===== config.mk =====
export PLATFORM = sky130hd
export DESIGN_NAME = bp_me_mem_credit_buffer
export DESIGN_NICKNAME = d
export VERILOG_FILES = /design/src/rtl/bp_me_pkg.sv /design/src/rtl/bp_me_mem_credit_counter.sv /design/src/rtl/bsg_fifo_1r1w_small.sv /design/src/rtl/bp_me_mem_credit_buffer.sv
export SDC_FILE = /design/constraint.sdc
export NUM_CORES = 1
export LEC_CHECK = 0
export BUFFER_PORTS_ARGS = -buffer_cell sky130_fd_sc_hd__buf_4
export CAP_MARGIN = 30
export CORE_ASPECT_RATIO = 0.75
export CORE_MARGIN = 2
export CORE_UTILIZATION = 50
export CTS_CLUSTER_DIAMETER = 150
export DETAILED_ROUTE_END_ITERATION = 10
export GPL_ROUTABILITY_DRIVEN = 0
export PLACE_DENSITY_LB_ADDON = 0.08
export SKIP_CTS_REPAIR_TIMING = 1
export SYNTH_ARGS = -nofsm -noshare
export SYNTH_HDL_FRONTEND = slang
export SYNTH_SLANG_ARGS = --single-unit
export TNS_END_PERCENT = 100

===== constraint.sdc =====
create_clock -name clk_i -period 3.67 [get_ports clk_i]
set_input_delay 0.734 -clock clk_i [delete_from_list [all_inputs] [get_ports clk_i]]
set_output_delay 0.734 -clock clk_i [all_outputs]
set_load 0.01 [all_outputs]

===== src/rtl/bp_me_pkg.sv =====
`default_nettype none
// ============================================================================
// bp_me_pkg: shared ME types (buffer stats record, credit-counter op encoding).
// Rev 1.0
// ============================================================================
package bp_me_pkg;

  localparam int unsigned c_stall_width = 32;

  typedef struct packed {
    logic [c_stall_width-1:0] stall_cycles;
    logic [c_stall_width-1:0] peak_outstanding;
  } bp_me_mem_buffer_stats_s;

  typedef enum logic [1:0] {
    e_credit_hold   = 2'd0,
    e_credit_take   = 2'd1,
    e_credit_return = 2'd2
  } bp_me_credit_op_e;

  function automatic logic [c_stall_width-1:0] sat_inc32(input logic [c_stall_width-1:0] v);
    return (&v) ? v : v + c_stall_width'(1);
  endfunction

endpackage
`default_nettype wire


===== src/rtl/bp_me_mem_credit_counter.sv =====
`default_nettype none
// ============================================================================
// bp_me_mem_credit_counter: response-credit counter with optional stall/peak
// stats (BP_ME_MEM_BUFFER_STATS_EN). Rev 1.0
// ============================================================================
module bp_me_mem_credit_counter
  import bp_me_pkg::*;
#(
  parameter int max_p       = 4,
  parameter int cnt_width_p = 3
) (
  input  logic                   clk_i,
  input  logic                   reset_n_i,
  input  logic                   inc_i,
  input  logic                   dec_i,
  input  logic                   pending_i,
  output logic [cnt_width_p-1:0] count_o,
  output logic                   avail_o,
  output logic [31:0]            stall_cycles_o,
  output logic [cnt_width_p-1:0] peak_o
);

  logic [cnt_width_p-1:0] count_q, count_d;
  logic                   credit_free;
  bp_me_credit_op_e       op;

  assign credit_free = (count_q < cnt_width_p'(max_p));
  // avail_o means "the waiting head command may issue now".
  assign avail_o     = pending_i & credit_free;
  assign count_o     = count_q;

  always_comb begin
    op = e_credit_hold;
    if (inc_i && !dec_i && credit_free) begin
      op = e_credit_take;
    end else if (dec_i && !inc_i && (count_q != '0)) begin
      op = e_credit_return;
    end
    count_d = count_q;
    case (op)
      e_credit_take:   count_d = count_q + cnt_width_p'(1);
      e_credit_return: count_d = count_q - cnt_width_p'(1);
      default:         count_d = count_q;
    endcase
  end

  always_ff @(posedge clk_i) begin
    if (!reset_n_i) begin
      count_q <= '0;
    end else begin
      count_q <= count_d;
    end
  end

`ifdef BP_ME_MEM_BUFFER_STATS_EN
  logic [31:0]            stall_q, stall_d;
  logic [cnt_width_p-1:0] peak_q, peak_d;

  // Peak follows the next count so it never lags the visible outstanding value.
  always_comb begin
    stall_d = (pending_i && !credit_free) ? sat_inc32(stall_q) : stall_q;
    peak_d  = (count_d > peak_q) ? count_d : peak_q;
  end

  always_ff @(posedge clk_i) begin
    if (!reset_n_i) begin
      stall_q <= '0;
      peak_q  <= '0;
    end else begin
      stall_q <= stall_d;
      peak_q  <= peak_d;
    end
  end

  assign stall_cycles_o = stall_q;
  assign peak_o         = peak_q;
`else
  assign stall_cycles_o = '0;
  assign peak_o         = '0;
`endif

endmodule
`default_nettype wire


===== src/rtl/bsg_fifo_1r1w_small.sv =====
`default_nettype none
// ============================================================================
// bsg_fifo_1r1w_small: registered ring-buffer FIFO, valid-ready in, valid-yumi out.
// Rev 1.0
// ============================================================================
module bsg_fifo_1r1w_small
  import bp_me_pkg::*;
#(
  parameter int width_p = 8,
  parameter int els_p   = 2
) (
  input  logic               clk_i,
  input  logic               reset_i,
  input  logic               v_i,
  output logic               ready_o,
  input  logic [width_p-1:0] data_i,
  output logic               v_o,
  output logic [width_p-1:0] data_o,
  input  logic               yumi_i
);

  localparam int ptr_w_lp = (els_p > 1) ? $clog2(els_p) : 1;
  localparam int cnt_w_lp = $clog2(els_p + 1);

  logic [width_p-1:0]  mem_q [els_p];
  logic [ptr_w_lp-1:0] rptr_q, rptr_d, wptr_q, wptr_d;
  logic [cnt_w_lp-1:0] count_q, count_d;
  logic                enq, deq;

  // Full/empty come straight from the registered count, so ready never looks ahead.
  assign ready_o = (count_q != cnt_w_lp'(els_p));
  assign v_o     = (count_q != '0);
  assign enq     = v_i & ready_o;
  assign deq     = yumi_i & v_o;
  assign data_o  = mem_q[rptr_q];

  function automatic logic [ptr_w_lp-1:0] wrap_inc(input logic [ptr_w_lp-1:0] p);
    return (p == ptr_w_lp'(els_p - 1)) ? '0 : p + ptr_w_lp'(1);
  endfunction

  always_comb begin
    rptr_d  = deq ? wrap_inc(rptr_q) : rptr_q;
    wptr_d  = enq ? wrap_inc(wptr_q) : wptr_q;
    count_d = count_q;
    case ({enq, deq})
      2'b10:   count_d = count_q + cnt_w_lp'(1);
      2'b01:   count_d = count_q - cnt_w_lp'(1);
      default: count_d = count_q;
    endcase
  end

  always_ff @(posedge clk_i) begin
    if (reset_i) begin
      rptr_q  <= '0;
      wptr_q  <= '0;
      count_q <= '0;
    end else begin
      rptr_q  <= rptr_d;
      wptr_q  <= wptr_d;
      count_q <= count_d;
    end
  end

  always_ff @(posedge clk_i) begin
    if (enq) begin
      mem_q[wptr_q] <= data_i;
    end
  end

endmodule
`default_nettype wire


===== src/rtl/bp_me_mem_credit_buffer.sv =====
`default_nettype none
// ============================================================================
// bp_me_mem_credit_buffer: command/response buffer that issues a command only
// once its response slot is reserved. Optional: BP_ME_MEM_BUFFER_STATS_EN. Rev 1.0
// ============================================================================
module bp_me_mem_credit_buffer
  import bp_me_pkg::*;
#(
  parameter  int width_p      = 64,
  parameter  int cmd_els_p    = 4,
  parameter  int resp_els_p   = 4,
  localparam int cnt_width_lp = $clog2(resp_els_p + 1)
) (
  input  logic                    clk_i,
  input  logic                    reset_n_i,

  input  logic [width_p-1:0]      mem_cmd_i,
  input  logic                    mem_cmd_v_i,
  output logic                    mem_cmd_ready_o,

  output logic [width_p-1:0]      mem_resp_o,
  output logic                    mem_resp_v_o,
  input  logic                    mem_resp_yumi_i,

  output logic [width_p-1:0]      mem_cmd_o,
  output logic                    mem_cmd_v_o,
  input  logic                    mem_cmd_ready_i,

  input  logic [width_p-1:0]      mem_resp_i,
  input  logic                    mem_resp_v_i,
  output logic                    mem_resp_ready_o,

  output logic [cnt_width_lp-1:0] outstanding_o,
  output logic                    idle_o,
  output logic                    error_o,
  output logic [31:0]             stall_cycles_o,
  output logic [cnt_width_lp-1:0] peak_outstanding_o
);

  logic                    cmd_fifo_ready, cmd_fifo_v;
  logic                    resp_fifo_ready, resp_fifo_v;
  logic                    issue, resp_enq, resp_deq, issue_ok;
  logic [cnt_width_lp-1:0] outstanding;
  logic [cnt_width_lp-1:0] resp_cnt_q, resp_cnt_d;
  logic                    error_q, error_d;

  // Reset masks every handshake immediately, before the FIFO state has cleared.
  assign mem_cmd_ready_o  = reset_n_i & cmd_fifo_ready;
  assign mem_resp_ready_o = reset_n_i & resp_fifo_ready;
  assign mem_cmd_v_o      = reset_n_i & issue_ok;
  assign mem_resp_v_o     = reset_n_i & resp_fifo_v;

  assign issue    = mem_cmd_v_o & mem_cmd_ready_i;
  assign resp_enq = mem_resp_v_i & mem_resp_ready_o;
  assign resp_deq = mem_resp_yumi_i & mem_resp_v_o;

  bsg_fifo_1r1w_small #(
    .width_p (width_p),
    .els_p   (cmd_els_p)
  ) cmd_fifo (
    .clk_i   (clk_i),
    .reset_i (~reset_n_i),
    .v_i     (mem_cmd_v_i),
    .ready_o (cmd_fifo_ready),
    .data_i  (mem_cmd_i),
    .v_o     (cmd_fifo_v),
    .data_o  (mem_cmd_o),
    .yumi_i  (issue)
  );

  bsg_fifo_1r1w_small #(
    .width_p (width_p),
    .els_p   (resp_els_p)
  ) resp_fifo (
    .clk_i   (clk_i),
    .reset_i (~reset_n_i),
    .v_i     (mem_resp_v_i),
    .ready_o (resp_fifo_ready),
    .data_i  (mem_resp_i),
    .v_o     (resp_fifo_v),
    .data_o  (mem_resp_o),
    .yumi_i  (resp_deq)
  );

  bp_me_mem_credit_counter #(
    .max_p       (resp_els_p),
    .cnt_width_p (cnt_width_lp)
  ) credit_counter (
    .clk_i          (clk_i),
    .reset_n_i      (reset_n_i),
    .inc_i          (issue),
    .dec_i          (resp_deq),
    .pending_i      (cmd_fifo_v),
    .count_o        (outstanding),
    .avail_o        (issue_ok),
    .stall_cycles_o (stall_cycles_o),
    .peak_o         (peak_outstanding_o)
  );

  // A response is solicited only while memory still owes us one:
  // credits held beyond those already sitting in the response FIFO.
  always_comb begin
    resp_cnt_d = resp_cnt_q;
    case ({resp_enq, resp_deq})
      2'b10:   resp_cnt_d = resp_cnt_q + cnt_width_lp'(1);
      2'b01:   resp_cnt_d = resp_cnt_q - cnt_width_lp'(1);
      default: resp_cnt_d = resp_cnt_q;
    endcase
    error_d = error_q | (resp_enq & (resp_cnt_q >= outstanding));
  end

  always_ff @(posedge clk_i) begin
    if (!reset_n_i) begin
      resp_cnt_q <= '0;
      error_q    <= 1'b0;
    end else begin
      resp_cnt_q <= resp_cnt_d;
      error_q    <= error_d;
    end
  end

  assign outstanding_o = outstanding;
  assign error_o       = error_q;
  assign idle_o        = ~reset_n_i | (~cmd_fifo_v & ~resp_fifo_v & (outstanding == '0));

endmodule
`default_nettype wire


# Yosys cells after proc, flatten, opt, wreduce, memory -nomap -nowiden
# Memories as Yosys holds them, arrays and structs flattened. A register that Yosys moved wholly into a read port is not among the register bits.
# Cells that the tools add are included.
# op_classes
muxes,18
n_eq_ne,14
magnitude_cmp,2
add_sub_neg,12
bitwise,20
reduce_logical,14
# ops
op,count
case mux 3 bit (2 select lines),4
two-way mux 2 bit,10
== test 2 bit (second input constant),8
AND 1 bit,15
adder 3 x 1 -> 3 bit (second input constant),4
subtractor 3 x 1 -> 3 bit (second input constant),4
nonzero test 3 bit,3
adder 2 x 1 -> 2 bit (second input constant),4
== test 2 x 1 -> 1 bit (second input constant),4
nonzero test 2 bit,4
!= test 3 bit (second input constant),2
logical AND 1 bit,4
two-way mux 1 bit,4
>= comparator 3 bit,1
logical NOT 3 bit,1
less-than comparator 3 bit (second input constant),1
inverter 1 bit,3
logical NOT 1 bit,2
bitwise OR 1 bit,2
# word_totals
reg_bits,21
wordCells,91
input_bits,134
ram_bits,512
memories,2
# mem_list
memory,depth,word_bits,read_ports,rd_clocked_by_memory_dff,write_ports,line_no,text
cmd_fifo.mem_q,4,64,1,1,1,bsg_fifo_1r1w_small.sv:25,logic [width_p-1:0] mem_q [els_p];
resp_fifo.mem_q,4,64,1,1,1,bsg_fifo_1r1w_small.sv:25,

# Depth between registers and ports, before layout
# logic_depth
ltp_word,11
ltp_mapped,10

# Hierarchy
# A second synthesis with hierarchy kept.
# unflattened
hier_cells,868
hier_area_um2,20189.4
# modules_own_cells
mod,instances,cells_per_inst,area_per_inst_um2
bsg_fifo_1r1w_small,2,386,9705.6
bp_me_mem_credit_counter,1,58,462.9
bp_me_mem_credit_buffer,1,38,315.3

# Least setup slack after synthesis
# Ideal clock, no wire load.
# synth_timing
path_kind,input -> register
startpoint,in mem_cmd_v_i
endpoint,"mem cmd_fifo.mem_q[3][0], enable pin"
path_slack_ns,0.952
required_ns,3.241
setup_time_ns,0.429
n_path_buf,0
path_stages,1
arrival_time_ns,2.289
path_cell_list,and3_1
# synth_via
elab_chain_cells,3
# synth_lines
element,line_no,text
from (decl),bp_me_mem_credit_buffer.sv:18,"input logic mem_cmd_v_i,"
AND 1 bit,bsg_fifo_1r1w_small.sv:33,assign enq = v_i & ready_o;
two-way mux 1 bit,bsg_fifo_1r1w_small.sv:65,if (enq) begin
two-way mux 1 bit (implied by the code),bsg_fifo_1r1w_small.sv:66,mem_q[wptr_q] <= data_i;
to (decl),bsg_fifo_1r1w_small.sv:25,
# No other way between the ends.

==> flow_summary_export.csv <==
group,metric,value,unit
timing,clock_skew,0.0101,ns
worst_setup_path,critPathLaunchType,"flip-flop",
clocking,clock-root-buffer,"clkbuf_16",
global_route,first_global_vias,9338,
logic_synthesis,yosys-top-cells-area,"edfxtp_1, mux4_2, dfxtp_1, buf_4, ha_1",
floorplan,row_count,63,
run,max_cap_viol_count,0,
logic_synthesis,synth.most_common_cell,"edfxtp_1",
clocking,clock_sinks,537,
worst_setup_path,cpMaxStageDelayCell,"dfxtp_4",
drt,wire_per_inst,22.1,um
timing,tns,0,ns
logic_synthesis,synthCells,862,
power_and_ir_drop,power_density,599,nW/um^2
global_route,top_usage_layer,"met2",
floorplan,die_w,235,um
logic_synthesis,yosys_warnings,0,
timing,setup_violations,0,
power_and_ir_drop,pwr-share-seq,49.7,%
logic_synthesis,synthesis.area,20100,um^2
logic_synthesis,synth_ff_type,"edfxtp_1",
run_status,status,"finished, final reports clean",
logic_synthesis,ys_top_cells_by_count,"edfxtp_1, mux4_2, buf_4",
clocking,cts_max_level,2,
power_and_ir_drop,p_clk_share,35.2,%
worst_setup_path,end_kind,"primary output",
timing,hold_ws,0.368,ns
logic_synthesis,avgSynthCellArea,23.3,um^2
timing,tightest_slew,0.730,ns
floorplan,fp.dieArea,41800,um^2
clocking,cts_tree,"done",
placement,place_hpwl,23.7,mm
finish,layout-drive-gt1-share,41.7,%
finish,nFillCells,2811,
power_and_ir_drop,ir_drop,0.000384,V
drt,drc,0,
logic_synthesis,ys_seq_area_share,79.0,%
logic_synthesis,synth_edf_count,512,
timing,slew_viol_final,0,
floorplan,ios,306,
timing,relSlewSlack,51.3,%
finish,fin_nets,1327,
timing,rsz0062_at_grt,"no",
logic_synthesis,yosys.area.top_type_share,76.5,%
placement,post-place-ws,0.846,ns
power_and_ir_drop,netSwitchingFraction,22.7,%
clocking,cts.path.max_buffers,3,
worst_setup_path,worst-path-buf-inv,2,
logic_synthesis,async_reset_ff_share,0,%
worst_setup_path,cp_max_fo,27,
floorplan,start_util,50.8,%
clocking,cts.clk_slew.worst_paths,0.06,ns
finish,syn_to_final_growth,21.8,%
placement,placed_cells,1641,
drt,dr.pass1.iters,4,
drt,viasPerCell,5.26,
power_and_ir_drop,p_leak,8.35,nW
logic_synthesis,synth_cell_types,36,
floorplan,core_area,39600,um^2
placement,port_buffers,270,
worst_setup_path,crit_required,2.94,ns
clocking,worstSkewPairLatency,0.56,ns
logic_synthesis,ys_ff_latch,537,
worst_setup_path,critPathArrivalTime,2.37,ns
worst_setup_path,crit_family,"flip-flops",
drt,ant_nets,0,
global_route,grt_start_max_net_pins,65,
global_route,grt.met2_usage,30.7,%
global_route,grt_first_pass_wirelength,57.1,mm
global_route,overflow,0,
timing,setup_slack,0.568,ns
global_route,grt.met3_usage,3.55,%
global_route,grtUsageMet1,24.4,%
timing,fmax,0.322,GHz
clocking,cts_made_buffers,50,
finish,stdcell_count,1734,
worst_setup_path,rr_startpoint,"cmd_fifo.count_q[0]",
power_and_ir_drop,pwr-share-comb,15.2,%
drt,wl,38.3,mm
timing,finalHoldViolCount,0,
hold_path,hp-start,"mem_resp_i[62]",
logic_synthesis,yosys.area.top_type,"edfxtp_1",
power_and_ir_drop,intPower,11.3,mW
worst_setup_path,crit_path_max_incr_delay,0.70,ns
hold_path,hp-class,"input pin to flip-flop",
power_and_ir_drop,p_sw,3.33,mW
global_route,antenna_found_initial,2,
drt,drt_iter0_markers,579,
global_route,grt_use_total,18.1,%
worst_setup_path,worstPathCellList,"buf_12, mux4_2, buf_4",
worst_setup_path,critPathKind,"flip-flop to primary output",
timing,period_share,84.5,%
floorplan,die_h,178,um
drt,dr_total_vias,9128,
timing,fin_crit,3.10,ns
## cell families (layout without fill, tap and decap cells)
logic type | after synthesis | in the layout | share of synthesized area, %
and+or+nand+nor | 59 | 59 | 1.64
DFF | 537 | 537 | 79.0
adders and majority gates | 20 | 20 | 1.40
xor gates and xnor gates | 6 | 6 | 0.262
buffers and inverters | 87 | 403 | 2.40
other | 1 | 37 | 0.0187
AOI/OAI and AO/OA | 18 | 18 | 0.592
muxes | 134 | 134 | 14.7
## metal layers
layer,wire [um],part of all wire [%]
met3,1750,4.6
met1,16200,42
met5,0,0
met4,720,1.9
met2,19700,51
## area by class of cell
type                            instances  area, um^2  area share (%)
Timing Repair Buffer                  292        2350            9.62
Clock buffer                           67        1380            5.63
Multi-Input combinational cell        272        3870            15.8
Clock inverter                         24         258            1.05
Tap cell                              520         651            2.66
Inverter                               20        75.1           0.307
Antenna cell                            2        5.00          0.0204
Sequential cell                       537       15900            64.9
## state kept, by name, summed over array words and instances (netlist names), named ones only
signal	cells
cmd_fifo.count_q	3
cmd_fifo.mem_q	256
cmd_fifo.rptr_q	2
cmd_fifo.wptr_q	2
credit_counter.count_o	3
error_o	1
resp_cnt_q	3
resp_fifo.count_q	3
resp_fifo.mem_q	256
resp_fifo.rptr_q	2
resp_fifo.wptr_q	2
## through the flow
| stage | cell area, um^2 | util (%) | total power [mW] |
|---|---|---|---|
| final | 24500 | 61.8 | 14.7 |
| after global placement | 22800 | 57.7 | 9.67 |
| after floorplan | 20200 | - | 8.63 |
| after detailed placement | 22800 | 57.7 | 9.69 |
| after global routing | 24500 | 61.8 | 15.2 |
| after CTS | 24500 | 61.8 | 14.9 |
## path summary, 6_finish.rpt
check | endpoint | slack [ns] | cells after the start
worst max register to register | cmd_fifo.count_q[2] | 1.17 | 10
worst min-delay path | resp_fifo.mem_q[1][62] | 0.37 | 1
worst max-delay path | mem_resp_o[9] | 0.57 | 3
worst min register to register | error_o | 0.48 | 1
## power by group through the flow
stage	Combinational [mW]	Clock, mW	Sequential, mW
6_report	2.22	5.16	7.28
5_1_grt	2.39	5.50	7.32
4_1_cts	2.28	5.28	7.30
3_5_place_dp	2.27	0	7.42
3_3_place_gp	2.26	0	7.41
2_1_floorplan	1.31	0	7.33
## cells in the final DEF (no fill, tap or decap), types with 2 or more instances in the layout
master     instances
o21ai_0            6
clkinv_1          10
or3_4              2
buf_12            13
xor2_1             3
nor2b_1            2
a21boi_0           7
diode_2            2
nand3_1            4
xnor2_1            3
fa_1               4
buf_4            279
inv_1             20
ha_1              16
and2_1            10
nand2_1           19
nand2b_1           2
nor2_1             2
dfxtp_1           21
edfxtp_1         512
dfxtp_4            2
or3_1              4
conb_1            35
clkbuf_1          14
dfxtp_2            2
clkinv_2           8
clkbuf_16         53
mux4_2           128
bufinv_16          6
and3_2             9
mux2i_1            6
Note: power is estimated with default switching activity, not from simulation.
